<file path="src/rtl/pipelined_cla_adder.sv">
// Pipelined carry-look-ahead adder/subtractor, one BLOCK-bit group per stage.
// Valid/ready streaming with a full-pipeline stall; registered outputs.
module pipelined_cla_adder #(
    parameter int WIDTH = 16,
    parameter int BLOCK = 4
) (
    input  logic             clk,
    input  logic             rst,
    input  logic             in_valid,
    output logic             in_ready,
    input  logic [WIDTH-1:0] A,
    input  logic [WIDTH-1:0] B,
    input  logic             cin,
    input  logic             sub,
    output logic             out_valid,
    input  logic             out_ready,
    output logic [WIDTH-1:0] S,
    output logic             cout,
    output logic             ovf,
    output logic [WIDTH:0]   out
);
    localparam int NGRP = WIDTH / BLOCK;

    // Returns {carry out, carry into top bit, group sum}.
    // Every carry is a flat sum of products of g, p and c0.
    function automatic logic [BLOCK+1:0] cla_group(
        input logic [BLOCK-1:0] a,
        input logic [BLOCK-1:0] b,
        input logic             c0
    );
        logic [BLOCK-1:0] g;
        logic [BLOCK-1:0] p;
        logic [BLOCK:0]   c;
        logic             t;
        g    = a & b;
        p    = a ^ b;
        c    = '0;
        c[0] = c0;
        for (int i = 0; i < BLOCK; i++) begin
            t = c0;
            for (int j = 0; j <= i; j++) t = t & p[j];
            c[i+1] = t;
            for (int j = 0; j <= i; j++) begin
                t = g[j];
                for (int m = j + 1; m <= i; m++) t = t & p[m];
                c[i+1] = c[i+1] | t;
            end
        end
        return {c[BLOCK], c[BLOCK-1], p ^ c[BLOCK-1:0]};
    endfunction

    logic [NGRP-1:0]  v_q, v_d;
    logic [NGRP-1:0]  c_q, c_d;
    logic [WIDTH-1:0] a_q [NGRP];
    logic [WIDTH-1:0] a_d [NGRP];
    logic [WIDTH-1:0] b_q [NGRP];
    logic [WIDTH-1:0] b_d [NGRP];
    logic [WIDTH-1:0] s_q [NGRP];
    logic [WIDTH-1:0] s_d [NGRP];
    logic [BLOCK+1:0] res [NGRP];

    logic [WIDTH-1:0] s_out_q, s_out_d;
    logic             cout_q, cout_d;
    logic             ovf_q, ovf_d;
    logic             vout_q, vout_d;
    logic             en;

    always_comb begin
        en       = !vout_q || out_ready;
        v_d[0]   = in_valid;
        a_d[0]   = A;
        b_d[0]   = sub ? ~B : B;
        s_d[0]   = '0;
        c_d[0]   = sub | cin;
        for (int r = 0; r < NGRP; r++) begin
            res[r] = cla_group(a_q[r][r*BLOCK +: BLOCK],
                               b_q[r][r*BLOCK +: BLOCK], c_q[r]);
        end
        for (int r = 1; r < NGRP; r++) begin
            v_d[r] = v_q[r-1];
            a_d[r] = a_q[r-1];
            b_d[r] = b_q[r-1];
            c_d[r] = res[r-1][BLOCK+1];
            s_d[r] = s_q[r-1];
            s_d[r][(r-1)*BLOCK +: BLOCK] = res[r-1][BLOCK-1:0];
        end
        vout_d  = v_q[NGRP-1];
        s_out_d = s_out_q;
        cout_d  = cout_q;
        ovf_d   = ovf_q;
        // Only real beats load the outputs, so bubbles never leak X.
        if (v_q[NGRP-1]) begin
            s_out_d = s_q[NGRP-1];
            s_out_d[(NGRP-1)*BLOCK +: BLOCK] = res[NGRP-1][BLOCK-1:0];
            cout_d  = res[NGRP-1][BLOCK+1];
            ovf_d   = res[NGRP-1][BLOCK+1] ^ res[NGRP-1][BLOCK];
        end
    end

    always_ff @(posedge clk) begin
        if (rst) begin
            v_q     <= '0;
            vout_q  <= 1'b0;
            s_out_q <= '0;
            cout_q  <= 1'b0;
            ovf_q   <= 1'b0;
        end else if (en) begin
            v_q     <= v_d;
            vout_q  <= vout_d;
            s_out_q <= s_out_d;
            cout_q  <= cout_d;
            ovf_q   <= ovf_d;
        end
    end

    always_ff @(posedge clk) begin
        if (en) begin
            c_q <= c_d;
            for (int r = 0; r < NGRP; r++) begin
                a_q[r] <= a_d[r];
                b_q[r] <= b_d[r];
                s_q[r] <= s_d[r];
            end
        end
    end

    assign in_ready  = en;
    assign out_valid = vout_q;
    assign S         = s_out_q;
    assign cout      = cout_q;
    assign ovf       = ovf_q;
    assign out       = {cout_q, s_out_q};

endmodule

</file>
<file path="config.mk">
export PLATFORM = sky130hd
export DESIGN_NAME = pipelined_cla_adder
export DESIGN_NICKNAME = d
export VERILOG_FILES = /design/src/rtl/pipelined_cla_adder.sv
export SDC_FILE = /design/constraint.sdc
export NUM_CORES = 1
export LEC_CHECK = 0
export ABC_CLOCK_PERIOD_IN_PS = 2550
export BUFFER_PORTS_ARGS = -buffer_cell sky130_fd_sc_hd__buf_4
export CAP_MARGIN = 20
export CORE_MARGIN = 4
export CORE_UTILIZATION = 35
export CTS_BUF_LIST = sky130_fd_sc_hd__clkbuf_8
export DETAILED_ROUTE_END_ITERATION = 10
export GPL_ROUTABILITY_DRIVEN = 0
export PLACE_DENSITY = 0.6
export SLEW_MARGIN = 20
export SYNTH_ARGS = -nofsm -noshare
export SYNTH_HDL_FRONTEND = slang
export SYNTH_SLANG_ARGS = --single-unit
</file>
<file path="constraint.sdc">
create_clock -name clk -period 2.55 [get_ports clk]
set_input_delay 0.51 -clock clk [delete_from_list [all_inputs] [get_ports clk]]
set_output_delay 0.51 -clock clk [all_outputs]
set_load 0.05 [all_outputs]
</file>
==> impl_metrics.json, run 1 <==
{
  "status": "completed",
  "grt_max_degree": 74,
  "cts_tree": "yes",
  "diodes": 0,
  "die_w_um": 128,
  "drive_above_1_share_pct": 29.2,
  "dieArea_um2": 16500,
  "io_buffers": 74,
  "seq_power_share_pct": 55.8,
  "path_clk_slew_ps": 80,
  "cts-resized-gates": 0,
  "antenna_found_initial": 0,
  "max_slew_margin_pct": 54.4,
  "pre_cts_ws_ps": 850,
  "fin_tns_setup_ps": 0,
  "ys_types": 35,
  "fp.coreArea_um2": 14000,
  "instances_no_fill": 581,
  "clock_sinks": 131,
  "antenna_left": 0,
  "clock_path_buffers": 2,
  "synthTopCellsByArea": "edfxtp_1 (64%), dfxtp_1 (9.1%), ha_1 (4.9%)",
  "comb_power_share_pct": 7.7,
  "synth_seq_cells": 131,
  "dp.cells": 549,
  "p_leak_uw": 0.00240,
  "hold_viol": 0,
  "power_switching_uw": 1070,
  "dpl.hpwl_um": 4770,
  "layout_common_cells": "edfxtp_1 (108), buf_4 (77), a21oi_1 (25)",
  "period_share_pct": 66.1,
  "clkPwrFrac_pct": 36.5,
  "synth_nets": 382,
  "cp.required_ps": 2040,
  "fin_crit_ps": 1690,
  "tightest_slew_ps": 684,
  "num_vias": 2572,
  "crit_chain": "nor2b_4 -> inv_4 -> buf_4",
  "fmaxAchievable_ghz": 0.593,
  "grt_util_all_layers_pct": 9.24,
  "synth-main-ff-cell": "edfxtp_1",
  "h-tree-depth": 4,
  "routed_wl_um": 7040,
  "cpPeakStageDelay_ps": 330,
  "path_class": "reg -> out",
  "pin_count": 75,
  "viasPerCell": 4.43,
  "sw_frac_of_total_pct": 22.1,
  "startpoint_type": "register",
  "yosysWarningCount": 0,
  "synth-async-reset-ratio_pct": 0,
  "cts_hold_buf": 0,
  "wl_per_cell_um": 12.1,
  "final_max_slew_viol_count": 0,
  "dr.pass1.iters": 4,
  "seq_area_frac_synth_pct": 73.0,
  "numCtsBuffers": 17,
  "holdCritPathClass": "in -> reg",
  "floorplan.rows": 43,
  "grt_setup_unrepaired": "false",
  "nNetsFinal": 450,
  "syn_avg_cell_area_um2": 15.9,
  "arrival_ps": 1180,
  "power_density_nw_per_um2": 790,
  "drv_cap": 0,
  "die_h_um": 128,
  "postLayoutCoreUtil_pct": 43.5,
  "vdd_ir_drop_max_mv": 0.261,
  "skew_ps": 8.02,
  "setup-violations-final": 0,
  "drt_iter0_drc": 225,
  "syn_inst": 320,
  "remaining_drc_errors": 0,
  "layout_setup_ws_ps": 863,
  "area_growth_pct": 20.4,
  "synth_top_area_share_pct": 63.9,
  "synth_area_leader_cell": "edfxtp_1",
  "power.internal_uw": 3760,
  "cp_slowest_cell": "dfxtp_1",
  "syn-cell-area_um2": 5070,
  "post-cts-setup-buffers": 0,
  "cts_root_buf": "clkbuf_8",
  "synth_edf_count": 108,
  "grt_pass1_vias": 2484,
  "overflow": 0,
  "mostFrequentLayoutCell": "edfxtp_1",
  "end_kind": "primary output",
  "grt_pass1_wl_um": 11800,
  "start_util_pct": 36.1,
  "clock_latency_ps": 410,
  "cp_max_fo": 3,
  "p_total_uw": 4830
}
## sequential cells by signal, summed over array words and instances (netlist names)
signal and count:
out_valid 1, cout 1, v_q 4, s_q 24, b_q 40, c_q 4
ovf 1, a_q 40, S 16
## final timing paths
| check | cells after the start | from | endpoint | slack [ps] |
|---|---|---|---|---|
| worst max-delay path | 3 | out_valid | in_ready | 860 |
| worst min-delay path | 1 | A[9] | a_q[0][9] | 270 |
| worst max register to register | 5 | a_q[1][4] | c_q[2] | 890 |
| worst min register to register | 0 | a_q[1][14] | a_q[2][14] | 420 |
## worst max-delay path, delay by kind of cell (launching register included)
family | cells | cell delay, ps
AND/OR/NAND/NOR | 1 | 180
buffers and inverters | 2 | 240
flip-flops | 1 | 330
## power by group through the flow
stage          Sequential [µW]  Combinational [µW]  Clock (µW)
6_report                  2690                 371        1760
5_1_grt                   2720                 424        1930
4_1_cts                   2700                 378        1830
3_5_place_dp              2740                 376           0
3_3_place_gp              2740                 369           0
2_1_floorplan             2730                 253           0
## layout make-up
type	count	area, µm²
clock buffer	17	234
clock inverter	15	183
fill	1260	7940
inverter	9	36.3
multi-input combinational	151	1130
sequential	131	3700
tap	180	225
timing repair buffer	78	598
## Yosys cell counts (2+ instances only)
library cell / number
a211oi_1: 2
a21o_1: 4
a21oi_1: 25
buf_2: 5
buf_4: 19
buf_6: 3
clkbuf_1: 2
dfxtp_1: 23
edfxtp_1: 108
fa_1: 4
ha_1: 20
inv_1: 7
inv_2: 2
nand2_1: 9
nand3_1: 14
nand4b_1: 2
nor2_1: 9
nor2b_1: 4
o2111ai_1: 2
o21ai_0: 15
o21ai_1: 3
xnor2_1: 5
xor2_1: 21
## cell families (layout without fill, tap and decap cells)
logic type | Yosys count | count (layout) | synth area share [%]
flops | 131 | 131 | 73.0
compound gates | 58 | 58 | 6.93
simple gates | 43 | 43 | 4.29
buf+inv | 38 | 119 | 4.78
xor+xnor | 26 | 26 | 4.49
fa+ha+maj | 24 | 24 | 6.51
## metal layers
layer  routed length (µm)  part of all wire, %  GRT usage (%)
met1                 3330                   47           12.3
met2                 3110                   44           13.4
met3                  462                  6.6           3.36
met4                  140                  2.0           4.68
met5                    0                    0              0
## through the flow
| stage | hold slack [ps] | cell area [µm²] |
|---|---|---|
| after floorplan | 400 | 5070 |
| after global placement | 403 | 5690 |
| after detailed placement | 405 | 5690 |
| after CTS | 232 | 6110 |
| after global routing | 219 | 6110 |
| final | 266 | 6110 |
Note: power is estimated with default switching activity, not from simulation.
==> run 2, diff against run 1 <==
--- a/config.mk
+++ b/config.mk
@@ -5,7 +5,7 @@
 export SDC_FILE = /design/constraint.sdc
 export NUM_CORES = 1
 export LEC_CHECK = 0
-export ABC_CLOCK_PERIOD_IN_PS = 2550
+export ABC_CLOCK_PERIOD_IN_PS = 1750
 export BUFFER_PORTS_ARGS = -buffer_cell sky130_fd_sc_hd__buf_4
 export CAP_MARGIN = 20
 export CORE_MARGIN = 4
==> constraint.sdc (replaced) <==
create_clock -name clk -period 1.75 [get_ports clk]
set_input_delay 0.35 -clock clk [delete_from_list [all_inputs] [get_ports clk]]
set_output_delay 0.35 -clock clk [all_outputs]
set_load 0.05 [all_outputs]
==> run 2 against run 1 <==
Sequential share of layout area increased by 0.41 points. First-iteration DRC count decreased by 28%. Critical path depth unchanged. Combinational power increased by 49%. Cell area decreased by 0.68%. Via count increased by 1.3%. Global-route usage increased by 0.86 points. Critical path type unchanged. Highest routed layer unchanged.
==> impl_metrics.json, run 2 (synthesis results as in run 1) <==
{
  "status": "completed",
  "layout_common_cells": "edfxtp_1 (108), buf_4 (79), a21oi_1 (25)",
  "cp_top_family": "flip-flops",
  "fin_crit_ps": 1650,
  "drt_iter0_drc": 161,
  "cp_slowest_cell": "dfxtp_1",
  "met2_usage_pct": 14.6,
  "p_leak_uw": 0.00240,
  "numCtsBuffers": 17,
  "max_slew_margin_pct": 82.1,
  "pin_count": 75,
  "cp_max_fo": 22,
  "power.internal_uw": 5260,
  "grt.busiest_layer": "met2",
  "layout_setup_ws_ps": 103,
  "clock_latency_ps": 420,
  "holdCritPathClass": "in -> reg",
  "nNetsFinal": 453,
  "diodes": 0,
  "setup.worst_path.start": "out_valid",
  "p_total_uw": 6690,
  "seq_power_share_pct": 58.7,
  "dp.cells": 552,
  "die_h_um": 128,
  "arrival_ps": 1300,
  "num_vias": 2606,
  "hold_viol": 0,
  "routed_wl_um": 7660,
  "end_kind": "primary output",
  "mostFrequentLayoutCell": "edfxtp_1",
  "cts_tree": "yes",
  "pre_cts_ws_ps": 76.2,
  "grt_pass1_vias": 2620,
  "comb_power_share_pct": 8.3,
  "sw_frac_of_total_pct": 21.4,
  "dieArea_um2": 16500,
  "path_clk_slew_ps": 70,
  "wl_per_cell_um": 13.2,
  "antenna_found_initial": 0,
  "top_regs": "a_q: 40 flops, b_q: 40 flops, s_q: 24 flops",
  "vdd_ir_drop_max_mv": 0.496,
  "skew_ps": 9.78,
  "drv_cap": 0,
  "cpPeakStageDelay_ps": 330,
  "period_share_pct": 94.1,
  "fin_tns_setup_ps": 0,
  "final_max_slew_viol_count": 0,
  "hp-start": "A[7]",
  "path_class": "reg -> out",
  "remaining_drc_errors": 0,
  "grt_setup_unrepaired": "false",
  "antenna_left": 0,
  "cp.required_ps": 1400,
  "power_switching_uw": 1430,
  "floorplan.rows": 43,
  "viasPerCell": 4.48,
  "instances_no_fill": 582,
  "r2r_start": "a_q[3][12]",
  "dpl.hpwl_um": 5240,
  "dr.pass1.iters": 4,
  "startpoint_type": "register",
  "crit_chain": "nor2b_4 -> inv_8 -> buf_4",
  "use_met1_pct": 12.9,
  "fmaxAchievable_ghz": 0.607,
  "grt_max_degree": 42,
  "io_buffers": 74,
  "met3_usage_pct": 4.77,
  "overflow": 0,
  "cts_root_buf": "clkbuf_8",
  "grt_pass1_wl_um": 12700,
  "setup-violations-final": 0,
  "h-tree-depth": 4,
  "area_growth_pct": 19.6,
  "die_w_um": 128,
  "clock_path_buffers": 2,
  "clkPwrFrac_pct": 33.0,
  "start_util_pct": 36.1,
  "whs_ps": 98.0,
  "fp.coreArea_um2": 14000,
  "grt_util_all_layers_pct": 10.1,
  "power_density_nw_per_um2": 1100,
  "drive_above_1_share_pct": 26.9,
  "clock_sinks": 131,
  "crit_buf_inv": 2,
  "tightest_slew_ps": 269
}
run 2: area by class of cell:
| cell class | instances | area [µm²] |
|---|---|---|
| clock buffer | 17 | 234 |
| multi-input combinational | 151 | 1130 |
| fill | 1284 | 7980 |
| sequential | 131 | 3700 |
| inverter | 9 | 41.3 |
| clock inverter | 13 | 101 |
| timing repair buffer | 81 | 633 |
| tap | 180 | 225 |
run 2: final timing paths:
| kind | slack (ps) | depth (start not counted) | endpoint |
|---|---|---|---|
| worst min register to register | 410 | 0 | a_q[1][5] |
| worst min-delay path | 100 | 1 | a_q[0][7] |
| worst max-delay path | 100 | 3 | in_ready |
| worst max register to register | 100 | 5 | S[15] |
run 2: what timing repair did:
item / 4_1_cts / 5_1_grt
hold buffers: 0 / 0
gates cloned: 0 / 0
buffers inserted: 0 / 0
endpoints found under the setup margin: 1 / 3
resized for setup: 1 / 3
run 2: metrics by stage:
| stage | utilization [%] | cell area [µm²] |
|---|---|---|
| 4_1_cts | 43.2 | 6060 |
| 3_3_place_gp | 40.8 | 5730 |
| 6_report | 43.2 | 6070 |
| 2_1_floorplan | - | 5080 |
| 3_5_place_dp | 40.8 | 5730 |
| 5_1_grt | 43.2 | 6070 |
run 2: power groups by stage:
stage | registers [µW] | clock network, µW | logic (µW)
2_1_floorplan | 3980 | 0 | 368
3_3_place_gp | 3990 | 0 | 540
3_5_place_dp | 4000 | 0 | 558
4_1_cts | 3940 | 2290 | 562
5_1_grt | 3970 | 2450 | 629
6_report | 3930 | 2210 | 554
run 2: routing by layer:
metal	wire length [µm]	share of wire, %	vias to the layer above
li1	-	-	1295
met1	3530	46	1221
met2	3480	45	80
met3	510	6.7	10
met4	134	1.7	0
met5	0	0	-
